`src/rtl/ext_tuner_ctrl.sv`:
```
// ext_tuner_ctrl: sequencer for an external automatic antenna tuner.
// Issues the tuner start/key signal after a host request, follows the
// tuner's status line (synchronised and debounced on a slow tick), retries
// when the tuner does not answer, reports an outcome code and blocks
// transmit once the sequence has finished until the host drops its request.
module ext_tuner_ctrl #(
    parameter int TICK_DIV   = 48000,
    parameter int DELAY_T    = 100,
    parameter int PULSE_T    = 500,
    parameter int ACK_T      = 1000,
    parameter int TUNE_T     = 9000,
    parameter int GAP_T      = 200,
    parameter int RETRIES    = 2,
    parameter int DEB_T      = 3,
    parameter int STATUS_POL = 1,
    parameter int LEVEL_MODE = 0
) (
    input  logic       clk,
    input  logic       rst_n,
    input  logic       auto_tune,
    input  logic       atu_status,
    input  logic       mox_in,
    output logic       atu_start,
    output logic       mox_out,
    output logic       busy,
    output logic [1:0] result,
    output logic [2:0] attempt
);

    localparam int             PW        = 17;
    localparam logic [PW-1:0]  PRE_LD    = PW'(TICK_DIV - 1);
    localparam logic [15:0]    DELAY_LD  = 16'(DELAY_T - 1);
    localparam logic [15:0]    PULSE_LD  = 16'(PULSE_T - 1);
    localparam logic [15:0]    ACK_LD    = 16'(ACK_T - 1);
    localparam logic [15:0]    TUNE_LD   = 16'(TUNE_T - 1);
    localparam logic [15:0]    GAP_LD    = 16'(GAP_T - 1);
    localparam logic [3:0]     DEB_LD    = 4'(DEB_T - 1);
    localparam logic [3:0]     RETRY_MAX = 4'(RETRIES);
    localparam logic           POL       = (STATUS_POL != 0);
    localparam logic           LVL       = (LEVEL_MODE != 0);

    localparam logic [1:0] RES_NONE    = 2'b00;
    localparam logic [1:0] RES_OK      = 2'b01;
    localparam logic [1:0] RES_NOACK   = 2'b10;
    localparam logic [1:0] RES_TIMEOUT = 2'b11;

    typedef enum logic [2:0] {
        S_IDLE,
        S_DELAY,
        S_START,
        S_WAIT_ACK,
        S_TUNING,
        S_GAP,
        S_DONE,
        S_FAIL
    } state_t;

    // ------------------------------------------------------------------
    // Prescaler
    // ------------------------------------------------------------------
    logic [PW-1:0] pre_q, pre_d;
    logic          tick;

    // Tick fires while the counter sits at zero, so the first tick lands on
    // the first cycle after reset release.
    always_comb begin
        tick  = (pre_q == '0);
        pre_d = tick ? PRE_LD : (pre_q - PW'(1));
    end

    // Prescaler register.
    always_ff @(posedge clk or negedge rst_n) begin
        if (!rst_n) pre_q <= '0;
        else        pre_q <= pre_d;
    end

    // ------------------------------------------------------------------
    // Status synchroniser and debounce
    // ------------------------------------------------------------------
    logic [1:0] sync_q, sync_d;
    logic       act;
    logic [3:0] deb_cnt_q, deb_cnt_d;
    logic       st_q, st_d;

    // Two-flop shift of the raw asynchronous line; act is "tuner is tuning".
    always_comb begin
        sync_d = {sync_q[0], atu_status};
        act    = (sync_q[1] == POL);
    end

    // Synchroniser register.
    always_ff @(posedge clk or negedge rst_n) begin
        if (!rst_n) sync_q <= '0;
        else        sync_q <= sync_d;
    end

    // Accept a new status level only after DEB_T consecutive tick samples of it.
    always_comb begin
        deb_cnt_d = deb_cnt_q;
        st_d      = st_q;
        if (tick) begin
            if (act == st_q) begin
                deb_cnt_d = '0;
            end else if (deb_cnt_q == DEB_LD) begin
                st_d      = act;
                deb_cnt_d = '0;
            end else begin
                deb_cnt_d = deb_cnt_q + 4'd1;
            end
        end
    end

    // Debounce registers.
    always_ff @(posedge clk or negedge rst_n) begin
        if (!rst_n) begin
            deb_cnt_q <= '0;
            st_q      <= 1'b0;
        end else begin
            deb_cnt_q <= deb_cnt_d;
            st_q      <= st_d;
        end
    end

    // ------------------------------------------------------------------
    // Sequencer
    // ------------------------------------------------------------------
    state_t      state_q, state_d;
    logic [15:0] timer_q, timer_d, timer_dec;
    logic [3:0]  att_q, att_d;
    logic        start_q, start_d;
    logic        busy_q, busy_d;
    logic        inhibit_q, inhibit_d;
    logic [1:0]  result_q, result_d;

    // Next-state logic; a dropped request overrides everything, on any cycle.
    always_comb begin
        state_d   = state_q;
        timer_d   = timer_q;
        att_d     = att_q;
        start_d   = start_q;
        result_d  = result_q;
        timer_dec = timer_q - 16'd1;

        if (!auto_tune) begin
            state_d = S_IDLE;
            start_d = 1'b0;
        end else if (tick) begin
            case (state_q)
                S_IDLE: begin
                    state_d  = S_DELAY;
                    timer_d  = DELAY_LD;
                    result_d = RES_NONE;
                    att_d    = '0;
                end
                S_DELAY: begin
                    if (timer_q == '0) begin
                        state_d = S_START;
                        timer_d = PULSE_LD;
                        att_d   = att_q + 4'd1;
                        start_d = 1'b1;
                    end else begin
                        timer_d = timer_dec;
                    end
                end
                S_START: begin
                    if (LVL) begin
                        // Level mode keeps start asserted into the ack wait.
                        state_d = S_WAIT_ACK;
                        timer_d = ACK_LD;
                    end else if (timer_q == '0) begin
                        state_d = S_WAIT_ACK;
                        timer_d = ACK_LD;
                        start_d = 1'b0;
                    end else begin
                        timer_d = timer_dec;
                    end
                end
                S_WAIT_ACK: begin
                    // An accepted status on the timeout tick still counts as ack.
                    if (st_q) begin
                        state_d = S_TUNING;
                        timer_d = TUNE_LD;
                        start_d = 1'b0;
                    end else if (timer_q == '0) begin
                        start_d = 1'b0;
                        if (att_q <= RETRY_MAX) begin
                            state_d = S_GAP;
                            timer_d = GAP_LD;
                        end else begin
                            state_d  = S_FAIL;
                            result_d = RES_NOACK;
                        end
                    end else begin
                        timer_d = timer_dec;
                    end
                end
                S_GAP: begin
                    if (timer_q == '0) begin
                        state_d = S_START;
                        timer_d = PULSE_LD;
                        att_d   = att_q + 4'd1;
                        start_d = 1'b1;
                    end else begin
                        timer_d = timer_dec;
                    end
                end
                S_TUNING: begin
                    // Status released on the timeout tick is still a success.
                    if (!st_q) begin
                        state_d  = S_DONE;
                        result_d = RES_OK;
                    end else if (timer_q == '0) begin
                        state_d  = S_FAIL;
                        result_d = RES_TIMEOUT;
                    end else begin
                        timer_d = timer_dec;
                    end
                end
                default: begin
                    // DONE and FAIL wait for the host to drop the request.
                end
            endcase
        end

        busy_d    = !(state_d inside {S_IDLE, S_DONE, S_FAIL});
        inhibit_d = (state_d inside {S_DONE, S_FAIL});
    end

    // Sequencer state and registered outputs.
    always_ff @(posedge clk or negedge rst_n) begin
        if (!rst_n) begin
            state_q   <= S_IDLE;
            timer_q   <= '0;
            att_q     <= '0;
            start_q   <= 1'b0;
            busy_q    <= 1'b0;
            inhibit_q <= 1'b0;
            result_q  <= RES_NONE;
        end else begin
            state_q   <= state_d;
            timer_q   <= timer_d;
            att_q     <= att_d;
            start_q   <= start_d;
            busy_q    <= busy_d;
            inhibit_q <= inhibit_d;
            result_q  <= result_d;
        end
    end

    assign atu_start = start_q;
    assign busy      = busy_q;
    assign result    = result_q;
    // Up to RETRIES+1 = 8 attempts fit the internal count; the port saturates.
    assign attempt   = att_q[3] ? 3'd7 : att_q[2:0];
    assign mox_out   = mox_in & ~inhibit_q;

endmodule

```
`config.mk`:
```
export PLATFORM = sky130hd
export DESIGN_NAME = ext_tuner_ctrl
export DESIGN_NICKNAME = d
export VERILOG_FILES = /design/src/rtl/ext_tuner_ctrl.sv
export SDC_FILE = /design/constraint.sdc
export NUM_CORES = 1
export LEC_CHECK = 0
export ABC_CLOCK_PERIOD_IN_PS = 6500
export CORE_ASPECT_RATIO = 1.25
export CORE_UTILIZATION = 45
export DETAILED_ROUTE_END_ITERATION = 12
export SLEW_MARGIN = 20
export SYNTH_ARGS = -nofsm -noshare
export SYNTH_HDL_FRONTEND = slang
export SYNTH_SLANG_ARGS = --single-unit
```
`constraint.sdc`:
```
create_clock -name clk -period 6.5 [get_ports clk]
set_input_delay 1.3 -clock clk [delete_from_list [all_inputs] [get_ports clk]]
set_output_delay 1.3 -clock clk [all_outputs]
set_load 0.01 [all_outputs]
```
==> summary.md <==
| Metric | Value |
|---|---|
| Area after DPL | about 0.0032 mm2 |
| Crit path time final | 3.704 ns |
| Placed cell count | between 400 and 500 |
| TritonCTS clock tree | built |
| Post-CTS Repair Setup Buffers | 0 |
| Worst setup margin | approximately 2.8 ns |
| Final Instance Area | around 0.0033 mm2 |
| Reg2reg start | pre_q[0] |
| 1st-pass router iterations | 4 |
| Hold Vio Cnt, Final | 0 |
| #FFs+latches synth | 52 |
| Detail Placement HPWL | 4502 um |
| Ys Warns | 0 |
| Pin count of the biggest net entering global routing | 53 |
| Total track usage | 0.2008 |
| Die ar. | 0.007134 mm2 |
| WS Path Type | input pin to output port |
| Routed Wire Length | between 6000 and 7000 um |
| Port Buf Inserts | 12 |
| WHS | 0.3563 ns |
| Buf/Inv on CP | 2 |
| Min-delay worst type | flop to flop |
| Setup_tns | 0 ns |
| Hold EP | sync_q[1] |
| Worst EP arrival | roughly 2.4 ns |
| Clock root cell | clkbuf_8 |
| Vias/cell | approximately 5.8 |
| Initial antenna violation count | 0 |
| Fillcell total | 624 |
| Die Ht | approximately 94 um |
| Share of layout cells above drive strength 1 | 0.07558 |
| Post-layout power | ~570 uW |
| Worst Path Max Fanout | 1 |
| Startpoint Class | input pin |
| Number of DRC markers in iteration 0 | around 140 |
| Final RePlAce weighted congestion | 0.8441 |
| Pre-CTS setup slack | about 2.8 ns |
| Hold_sp | sync_q[0] |
| Cell depth of the worst setup path | 3 |
| WL/cell | 15.14 um |
| Via count | between 2000 and 2500 |
| Clk_lat worst skew | a little over 0.3 ns |
| FMAX | roughly 0.27 GHz |
| Cts hold-fix bufs | 0 |
| Core Area | 0.006565 mm2 |
| Finished Layout Cells | ~430 |
| Data required time of the worst path | roughly 5.2 ns |
| Final antenna-violating net count | 0 |
| Commonest non-fill, non-tap cells in the layout | dfrtp_1 (52), nand2_1 (36), o21ai_0 (28) |
| Mapped Area | roughly 0.0031 mm2 |
| Most used cell, CP | clkdlybuf4s50_1 |
| Reg2reg end | timer_q[14] |
| Top Ports | 13 |
| Register area share after synthesis | 0.4254 |
| Max cap viols | 0 |
| Leading cell type in the layout, fill and taps excluded | dfrtp_1 |
| R2r setup slk | 3.11 ns |
| Nets | 355 |
| H-tree depth | 2 |
| Synth Area per Inst | between 8 and 9 um2 |
| Crit-path cells | clkdlybuf4s50_1, nor2b_1, clkdlybuf4s50_1 |
| Tcrit/Tclk final | 0.5698 |
| Power density over the cells | between 150 and 200 mW/mm2 |
| # clock sinks | 52 |
| Clock Path Buffers | 2 |
| Remaining global-route overflow | 0 |
| Chip width | approximately 76 um |
| Clock transition at path regs | ~0.09 ns |
| Final Util | 0.5043 |
| Maximum vdd ir drop | approximately 0.00013 V |
| Number of library cell types mapped by synthesis | a little over 60 |
| RSZ-0062 raised after global routing | no |
| Starting density of the core | 0.4660 |
| Hold path cells | 0 |
| Site Rows | 33 |
| Asr flop ratio synth | 1.000 |
| Resize count post-CTS | 0 |
| First-pass GRT wire length | around 11000 um |
| Cells after Synth | roughly 340 |
| CP top delay family | buffers and inverters |
| P&R area growth vs syn | 8.221% |
| Worst-Margin Slew | approximately 0.8 ns |
| Worst Skew | 0.009396 ns |
| CTS buffer count | 5 |
| R2R depth | 8 |
| Vias in the first global route | 2406 |
| Final setup violation count | 0 |
| EDFF count, synth | 0 |
| Final Max Slew Viols | 0 |
| Remaining DRCs | 0 |
| Pleak | 1.323 nW |
| Ys flop type | dfrtp_1 |
| Diode count | 0 |
| Outcome | completed |
| Setup crit end kind | output port |
| Mapped Nets | between 300 and 400 |
| Crit-path max cell delay | roughly 0.54 ns |
| Max_slew headroom | 0.4668 |
| CP max stage cell | clkdlybuf4s50_1 |
[power breakdown]
part           total [mW]  switching, mW  internal (mW)  leakage (nW)
clock network       0.224          0.110          0.114        0.0552
registers           0.328        0.00224          0.325         0.651
logic              0.0164         0.0107        0.00573         0.617
total               0.568          0.123          0.446          1.32
[area by class of cell]
class | count | area [um2] | share of cell area
Timing Repair Buffer | 13 | 122.6 | 0.03704
Clock inverter | 2 | 35.03 | 0.01058
Clock buffer | 6 | 72.57 | 0.02192
Sequential cell | 52 | 1301 | 0.3930
Multi-Input combinational cell | 260 | 1629 | 0.4921
Tap cell | 87 | 108.9 | 0.03288
Inverter | 11 | 41.29 | 0.01247
[registers in the layout (all words and copies together), names as in the netlist, 2 cells and up]
register,cells
pre_q,17
timer_q,16
att_q,4
deb_cnt_q,4
state_q,3
result,2
sync_q,2
[worst max-delay path by stage]
stage | startpoint | to
after floorplan | mox_in | mox_out
after global placement | mox_in | mox_out
after detailed placement | mox_in | mox_out
after CTS | mox_in | mox_out
after global routing | mox_in | mox_out
final | mox_in | mox_out
[metal layers]
layer  global-route usage  part of all wire
met5                    0                 0
met4              0.07407             0.024
met3              0.03112             0.029
met2               0.3621              0.50
met1               0.2316              0.44
[synth_stat cells (all sizes together), types with 2 or more instances]
cell | instances | share of area
a211o | 2 | 0.0057
a211oi | 3 | 0.0074
a21oi | 23 | 0.039
a22o | 2 | 0.0057
a31oi | 2 | 0.0041
and2 | 3 | 0.0061
and3 | 4 | 0.0098
and4 | 2 | 0.0057
buf | 5 | 0.010
clkbuf | 15 | 0.018
dfrtp | 52 | 0.43
ha | 7 | 0.029
inv | 10 | 0.012
nand2 | 36 | 0.044
nand2b | 5 | 0.013
nand3 | 10 | 0.016
nand3b | 2 | 0.0049
nand4 | 4 | 0.010
nor2 | 27 | 0.036
nor2b | 5 | 0.010
nor3 | 12 | 0.020
nor3b | 3 | 0.0090
nor4 | 10 | 0.027
o211ai | 2 | 0.0049
o21ai | 39 | 0.064
o22ai | 2 | 0.0041
o31ai | 9 | 0.024
o41a | 3 | 0.011
or2 | 3 | 0.0061
or3 | 3 | 0.0078
or3b | 2 | 0.0057
or4 | 6 | 0.017
xnor2 | 10 | 0.029
xor2 | 7 | 0.020
[kinds of logic (layout without fill, tap and decap cells)]
group,after synthesis,in the layout,share of synthesized area
and+or+nand+nor,140,140,0.2577
buffers and inverters,31,32,0.04213
adders and majority gates,7,7,0.02863
DFF,52,52,0.4254
xor gates and xnor gates,17,17,0.04867
AOI/OAI and AO/OA,94,94,0.1906
muxes,2,2,0.006953
Note: power is estimated with default switching activity, not from simulation.
